### src/rtl/mem_ctrl_if.sv
// Core-side memory port bundle for mem_ctrl.
// Two read ports (0: instruction fetch, 1: data load) packed 32 bits per port in the
// 64-bit address/data vectors and 2 bits per port in the length vector. One write port.
// Lengths encode byte count minus one. Each ack is a one-cycle pulse.
//   master: the core (drives requests, receives data/acks)
//   slave : mem_ctrl (receives requests, drives data/acks)
interface mem_ctrl_if;
    logic [63:0] co_raddr;
    logic [1:0]  co_re;
    logic [3:0]  co_rlen;
    logic [63:0] co_din;
    logic [1:0]  co_rack;
    logic [31:0] co_waddr;
    logic [31:0] co_dout;
    logic        co_we;
    logic [1:0]  co_wlen;
    logic        co_wack;

    modport master (
        output co_raddr, co_re, co_rlen, co_waddr, co_dout, co_we, co_wlen,
        input  co_din, co_rack, co_wack
    );

    modport slave (
        input  co_raddr, co_re, co_rlen, co_waddr, co_dout, co_we, co_wlen,
        output co_din, co_rack, co_wack
    );
endinterface

### src/rtl/mem_ctrl.sv
// mem_ctrl: arbitrates the core's two read ports and one write port onto a byte-wide
// synchronous RAM (read data one cycle after address), moving 1-4 bytes little-endian
// per request and pulsing a one-cycle ack when the transfer completes.
// Ports:
//   clk, rst          clock (rising edge), asynchronous active-high reset
//   co                core request/ack bundle (mem_ctrl_if.slave)
//   mem_a             RAM byte address (ADDR_W bits, wraps modulo 2^ADDR_W)
//   mem_wdata, mem_wr RAM write byte and strobe
//   mem_rdata         RAM read byte
// Build option: define MEM_CTRL_RR_EN for round-robin between the read ports (write still
// wins); otherwise fixed priority write > read 1 > read 0.
module mem_ctrl #(
    parameter int unsigned ADDR_W = 17
) (
    input  logic              clk,
    input  logic              rst,
    mem_ctrl_if.slave         co,
    output logic [ADDR_W-1:0] mem_a,
    output logic [7:0]        mem_wdata,
    output logic              mem_wr,
    input  logic [7:0]        mem_rdata
);

    typedef enum logic [1:0] {StIdle, StRd, StWr, StAck} state_e;

    state_e            state_q;
    logic [ADDR_W-1:0] addr_q;
    logic [1:0]        len_q;
    logic [31:0]       wdata_q;
    logic [1:0]        port_q;   // 0/1 read port, 2 write port
    logic [2:0]        cnt_q;
    logic [31:0]       res_q;
    logic              cool_q;   // high only in the IDLE cycle right after an ACK
    logic [63:0]       din_q;
    logic [1:0]        rack_q;
    logic              wack_q;
    logic [ADDR_W-1:0] mem_a_q;
    logic [7:0]        mem_wdata_q;
    logic              mem_wr_q;
`ifdef MEM_CTRL_RR_EN
    logic              rr_q;     // read port preferred when both are pending
`endif

    assign co.co_din  = din_q;
    assign co.co_rack = rack_q;
    assign co.co_wack = wack_q;
    assign mem_a      = mem_a_q;
    assign mem_wdata  = mem_wdata_q;
    assign mem_wr     = mem_wr_q;

    // Address bits above ADDR_W are intentionally ignored.
    logic unused_addr;
    assign unused_addr = ^{co.co_raddr, co.co_waddr};

    // Eligibility: {write, read1, read0}, minus the port that was just acked.
    logic [2:0] elig;
    always_comb begin
        elig = {co.co_we, co.co_re};
        if (cool_q) begin
            elig[port_q] = 1'b0;
        end
    end

    logic gnt_wr;
    logic gnt_rd;
    logic gnt_port;
    always_comb begin
        gnt_wr   = elig[2];
        gnt_rd   = 1'b0;
        gnt_port = 1'b0;
        if (!elig[2]) begin
`ifdef MEM_CTRL_RR_EN
            if (elig[1] && elig[0]) begin
                gnt_rd   = 1'b1;
                gnt_port = rr_q;
            end else if (elig[1]) begin
                gnt_rd   = 1'b1;
                gnt_port = 1'b1;
            end else if (elig[0]) begin
                gnt_rd   = 1'b1;
                gnt_port = 1'b0;
            end
`else
            if (elig[1]) begin
                gnt_rd   = 1'b1;
                gnt_port = 1'b1;
            end else if (elig[0]) begin
                gnt_rd   = 1'b1;
                gnt_port = 1'b0;
            end
`endif
        end
    end

    logic [ADDR_W-1:0] rsel_addr;
    logic [1:0]        rsel_len;
    assign rsel_addr = gnt_port ? co.co_raddr[32 +: ADDR_W] : co.co_raddr[ADDR_W-1:0];
    assign rsel_len  = gnt_port ? co.co_rlen[3:2] : co.co_rlen[1:0];

    // In RD cycle cnt_q (>=1) the RAM returns the byte addressed one cycle earlier.
    logic [31:0] res_d;
    always_comb begin
        res_d = res_q;
        case (cnt_q)
            3'd1:    res_d[7:0]   = mem_rdata;
            3'd2:    res_d[15:8]  = mem_rdata;
            3'd3:    res_d[23:16] = mem_rdata;
            3'd4:    res_d[31:24] = mem_rdata;
            default: ;
        endcase
    end

    logic [2:0]        cnt_inc;
    logic [ADDR_W-1:0] addr_nxt;
    logic [31:0]       wshift;
    assign cnt_inc  = cnt_q + 3'd1;
    assign addr_nxt = addr_q + ADDR_W'(cnt_inc);
    assign wshift   = wdata_q >> {cnt_inc, 3'b000};

    always_ff @(posedge clk or posedge rst) begin
        if (rst) begin
            state_q     <= StIdle;
            addr_q      <= '0;
            len_q       <= '0;
            wdata_q     <= '0;
            port_q      <= '0;
            cnt_q       <= '0;
            res_q       <= '0;
            cool_q      <= 1'b0;
            din_q       <= '0;
            rack_q      <= '0;
            wack_q      <= 1'b0;
            mem_a_q     <= '0;
            mem_wdata_q <= '0;
            mem_wr_q    <= 1'b0;
`ifdef MEM_CTRL_RR_EN
            rr_q        <= 1'b0;
`endif
        end else begin
            cool_q <= 1'b0;
            case (state_q)
                StIdle: begin
                    if (gnt_wr) begin
                        addr_q      <= co.co_waddr[ADDR_W-1:0];
                        len_q       <= co.co_wlen;
                        wdata_q     <= co.co_dout;
                        port_q      <= 2'd2;
                        cnt_q       <= '0;
                        mem_a_q     <= co.co_waddr[ADDR_W-1:0];
                        mem_wdata_q <= co.co_dout[7:0];
                        mem_wr_q    <= 1'b1;
                        state_q     <= StWr;
                    end else if (gnt_rd) begin
                        addr_q  <= rsel_addr;
                        len_q   <= rsel_len;
                        port_q  <= {1'b0, gnt_port};
                        cnt_q   <= '0;
                        res_q   <= '0;
                        mem_a_q <= rsel_addr;
                        state_q <= StRd;
`ifdef MEM_CTRL_RR_EN
                        rr_q    <= ~gnt_port;
`endif
                    end
                end
                StRd: begin
                    res_q <= res_d;
                    cnt_q <= cnt_inc;
                    if (cnt_q < {1'b0, len_q}) begin
                        mem_a_q <= addr_nxt;
                    end
                    if (cnt_q == {1'b0, len_q} + 3'd1) begin
                        rack_q[port_q[0]] <= 1'b1;
                        if (port_q[0]) begin
                            din_q[63:32] <= res_d;
                        end else begin
                            din_q[31:0] <= res_d;
                        end
                        state_q <= StAck;
                    end
                end
                StWr: begin
                    if (cnt_q == {1'b0, len_q}) begin
                        mem_wr_q <= 1'b0;
                        wack_q   <= 1'b1;
                        state_q  <= StAck;
                    end else begin
                        cnt_q       <= cnt_inc;
                        mem_a_q     <= addr_nxt;
                        mem_wdata_q <= wshift[7:0];
                    end
                end
                StAck: begin
                    rack_q  <= '0;
                    wack_q  <= 1'b0;
                    cool_q  <= 1'b1;
                    state_q <= StIdle;
                end
                default: state_q <= StIdle;
            endcase
        end
    end

endmodule

### src/flat_wrapper.sv
// flat-port wrapper written by rule: the top's interface ports become plain ports
module mem_ctrl_flat 
#(
    parameter int unsigned ADDR_W = 17
)
  (clk, rst, mem_a, mem_wdata, mem_wr, mem_rdata, co_co_raddr, co_co_re, co_co_rlen, co_co_waddr, co_co_dout, co_co_we, co_co_wlen, co_co_din, co_co_rack, co_co_wack);
  mem_ctrl_if co_i ();
  input  logic clk;
  input  logic rst;
  output logic [ADDR_W-1:0] mem_a;
  output logic [7:0] mem_wdata;
  output logic mem_wr;
  input  logic [7:0] mem_rdata;
  input wire logic [$bits(co_i.co_raddr)-1:0] co_co_raddr;
  input wire logic [$bits(co_i.co_re)-1:0] co_co_re;
  input wire logic [$bits(co_i.co_rlen)-1:0] co_co_rlen;
  input wire logic [$bits(co_i.co_waddr)-1:0] co_co_waddr;
  input wire logic [$bits(co_i.co_dout)-1:0] co_co_dout;
  input wire logic [$bits(co_i.co_we)-1:0] co_co_we;
  input wire logic [$bits(co_i.co_wlen)-1:0] co_co_wlen;
  output wire logic [$bits(co_i.co_din)-1:0] co_co_din;
  output wire logic [$bits(co_i.co_rack)-1:0] co_co_rack;
  output wire logic [$bits(co_i.co_wack)-1:0] co_co_wack;
  assign co_i.co_raddr = co_co_raddr;
  assign co_i.co_re = co_co_re;
  assign co_i.co_rlen = co_co_rlen;
  assign co_i.co_waddr = co_co_waddr;
  assign co_i.co_dout = co_co_dout;
  assign co_i.co_we = co_co_we;
  assign co_i.co_wlen = co_co_wlen;
  assign co_co_din = co_i.co_din;
  assign co_co_rack = co_i.co_rack;
  assign co_co_wack = co_i.co_wack;
  mem_ctrl #(.ADDR_W(ADDR_W)) u_core (.clk(clk), .rst(rst), .co(co_i), .mem_a(mem_a), .mem_wdata(mem_wdata), .mem_wr(mem_wr), .mem_rdata(mem_rdata));
endmodule
### config.mk
export PLATFORM = sky130hd
export DESIGN_NAME = mem_ctrl_flat
export DESIGN_NICKNAME = d
export VERILOG_FILES = /design/src/rtl/mem_ctrl_if.sv /design/src/rtl/mem_ctrl.sv /design/src/flat_wrapper.sv
export SDC_FILE = /design/constraint.sdc
export NUM_CORES = 1
export LEC_CHECK = 0
export BUFFER_PORTS_ARGS = -buffer_cell sky130_fd_sc_hd__clkbuf_2
export CAP_MARGIN = 20
export CORE_AREA = 2 2 143 145
export DETAILED_ROUTE_END_ITERATION = 7
export DIE_AREA = 0 0 145 147
export GPL_TIMING_DRIVEN = 0
export PLACE_DENSITY_LB_ADDON = 0.15
export SLEW_MARGIN = 0
export SYNTH_ARGS = -nofsm -noshare
export SYNTH_HDL_FRONTEND = slang
export SYNTH_SLANG_ARGS = --single-unit
export TNS_END_PERCENT = 30
### constraint.sdc
create_clock -name clk -period 6.66 [get_ports clk]
set_input_delay 1.665 -clock clk [delete_from_list [all_inputs] [get_ports clk]]
set_output_delay 1.665 -clock clk [all_outputs]
set_load 0.03 [all_outputs]
==> key figures <==
Outcome
  – Run status: finished clean

STA
  – Final min period: approximately 3700 ps
  – Final hold viol count: 0
  – Setup TNS: 0 ps
  – FMAX: approximately 270 MHz
  – Layout Skew: a little under 20 ps
  – Final Slew Violations: 0
  – RSZ-0062 raised after global routing: no
  – Final worst slack: ~3000 ps
  – Slew @ Worst Pin: roughly 660 ps
  – Period utilization: 55.66%
  – Setup violations, final: 0
  – Max-Slew Margin vs Limit: a little under three fifths

Place
  – Setup WS pre-CTS: a little under 3000 ps
  – I/O Buffers: between 150 and 200
  – Inst Count DP: between 1000 and 1500
  – RD Place Congestion: 0.8177
  – HPWL Detailed: 18.02 mm

Logic synthesis
  – Avg Cell Area, Syn: around 10 um^2
  – Yosys reg bits: ~180
  – Synthesized Nets: around 1100
  – Post-synth ARST share: 100.0%
  – Seq/Total Area, Yosys: about half
  – Post-synth EDFFs: 0
  – Synth Warn #: 0
  – Ys flop type: dfrtp_1
  – Synth Cell Area: slightly above 0.009 mm^2
  – Synth unique cells: 64
  – Synth Instances: just under 900

GRT
  – First-pass GRT wire length: ~40 mm
  – Total GRT Usage: 23.57%
  – Largest net degree at the start of global routing: 41
  – Congestion Overflow GR: 0
  – Initial antenna violation count: 0
  – Vias in the first global route: around 7500

Clock network
  – TritonCTS buffer count: 17
  – Root Driver: clkbuf_16
  – H-tree depth: 4
  – Reg clk slew, reported paths: approximately 80 ps
  – Clock latency at the later pin of the worst-skew pair: between 400 and 500 ps
  – Max clock buf depth: 2
  – Resized cells post-CTS: 0
  – CTS Sinks: 184
  – Hold_buf cts: 0
  – Total setup buffers inserted after CTS: 0
  – CTS tree: done

Worst setup path
  – Kind of critical path: reg2reg
  – WP data arrival: slightly above 4000 ps
  – CP Capture Type: register
  – CP Launch Type: register
  – FF-to-FF path depth: 11
  – Worst-path fanout max: 10
  – Worst Path Required: roughly 7000 ps

Floorplanning
  – Initial Utilization: 46.88%
  – Row cnt: 52
  – Vert. Die Dim: ~150 um
  – Die area: ~0.021 mm^2
  – Die Width: 145 um
  – Core area: 0.01984 mm^2
  – IO Count: 240

Min path
  – Hold path depth: 2
  – HP Class: reg2reg

Drt
  – 1st-pass router iterations: 5
  – DRT iter0 DRCs: about 330
  – Drt drc: 0
  – Via/cell ratio: 5.436
  – WL per Instance: approximately 18 um
  – Drt total wl: around 24 mm
  – Via count: about 7600
  – Post-route ant nets: 0

Layout
  – Proportion of layout cells with a drive suffix above 1: between 30% and 40%
  – Layout Nets: 1272
  – Antenna cells: 0
  – Non-Filler Instances: ~1400
  – Register area: approximately 0.0046 mm^2
  – Area Growth Syn to Fin: 21.68%
  – Final core utilization: between 50% and 60%
  – Layout filler cell count: about 1800
  – Multi-input gate area: roughly 0.0043 mm^2

Pwr
  – Pleak: ~5.5 nW
  – PwrDens: about 560 mW/mm^2
  – Max VDD drop: ~0.00023 V

Flow run
  – Max-cap viol count: 0
## layout by cell type (no fill, tap or decap), types with 4 or more instances in the layout
| master | n |
|---|---|
| or3_1 | 6 |
| buf_12 | 5 |
| o21ai_0 | 56 |
| o31ai_1 | 11 |
| a21o_1 | 15 |
| a221o_1 | 4 |
| mux2_2 | 66 |
| buf_2 | 21 |
| and3_1 | 16 |
| ha_1 | 16 |
| nand2_1 | 138 |
| xnor2_1 | 5 |
| a21oi_1 | 37 |
| bufinv_16 | 4 |
| inv_1 | 26 |
| mux4_2 | 8 |
| nand3_1 | 49 |
| nand4_1 | 23 |
| mux2_1 | 14 |
| inv_6 | 4 |
| o21ai_1 | 5 |
| clkbuf_2 | 190 |
| buf_1 | 5 |
| xor2_1 | 9 |
| nor2_1 | 30 |
| buf_6 | 4 |
| dfrtp_1 | 184 |
| mux2i_1 | 17 |
| a211o_1 | 5 |
| a31oi_1 | 5 |
| a211oi_1 | 11 |
| clkbuf_1 | 28 |
| clkbuf_16 | 17 |
| buf_4 | 5 |
| a22o_1 | 12 |
| nor2b_1 | 10 |
| o311ai_1 | 4 |
## layout make-up
cell class	instances	area share, %
multi-input cells	620	37.81
well taps	270	2.984
flip-flops and latches	184	40.68
clock buffers	18	3.880
plain buffers	64	2.797
clock inverters	12	1.680
repair buffers	194	9.241
inverters	27	0.9285
## synth_stat cells, types with 15 or more instances
cell	instances	area, um^2
ha_1	16	200.2
a21oi_1	37	185.2
and3_1	16	100.1
mux2i_1	17	170.2
clkbuf_1	28	105.1
a21o_1	15	112.6
dfrtp_1	184	4604
nor2_1	30	112.6
nand3_1	49	245.2
nand4_1	23	143.9
o21ai_0	56	280.3
mux2_2	66	743.2
inv_1	27	101.4
nand2_1	138	518.0
buf_2	21	105.1
## layer usage
layer / wire length [um] / part of all wire (%) / global-route usage [%]
met1: 10840 / 44 / 31.11
met5: 0 / 0 / 0
met2: 12340 / 50 / 40.88
met3: 954 / 3.9 / 3.882
met4: 309 / 1.3 / 5.743
## flip-flops by register name, indices dropped and copies added (netlist names), 2 cells and up
register,flops
u_core.res_q,32
u_core.mem_a,17
u_core.state_q,2
u_core.len_q,2
u_core.port_q,2
u_core.addr_q,17
u_core.cnt_q,3
u_core.co.co_rack,2
u_core.mem_wdata,8
u_core.wdata_q,32
u_core.co.co_din,64
## kinds of logic after synthesis
group	synth area share, %
compound gates	14.19
flops	49.50
xor+xnor	1.318
fa+ha+maj	2.367
simple gates	14.69
buf+inv	4.492
mux	13.45
## worst max-delay path: stages, from the launching register on
cell and delay [ps]:
dfrtp_1 380, clkbuf_1 500, inv_1 280, ha_1 400, buf_2 320, inv_1 140
fa_1 450, nor2b_1 440, o21ai_0 180, xor2_1 170, a21oi_1 110, a22o_1 240
## through the flow
step / hold slack [ps] / area (um^2) / power (mW)
2_1_floorplan: 444.6 / 9306 / 4.301
3_3_place_gp: 459.2 / 10590 / 5.195
3_5_place_dp: 468.6 / 10690 / 5.259
4_1_cts: 484.1 / 11320 / 6.381
5_1_grt: 498.8 / 11320 / 6.779
6_report: 479.1 / 11320 / 6.327
## where the power goes
group | internal [mW] | switching [mW]
combinational | 1.20 | 2.05
sequential | 1.66 | 0.327
clock | 0.644 | 0.452
## path summary, 6_finish.rpt
kind                                       from                    to  slack (ps)
hold / removal             u_core.co.co_din[41]  u_core.co.co_din[41]         480
max in group asynchronous                   rst      u_core.res_q[31]        4820
hold reg to reg            u_core.co.co_din[41]  u_core.co.co_din[41]         480
min in group asynchronous                   rst  u_core.co.co_din[44]        1130
setup reg to reg                u_core.cnt_q[0]       u_core.mem_a[4]        2950
setup / recovery                u_core.cnt_q[0]       u_core.mem_a[4]        2950
No activity file was read; power rests on OpenSTA's default activity.
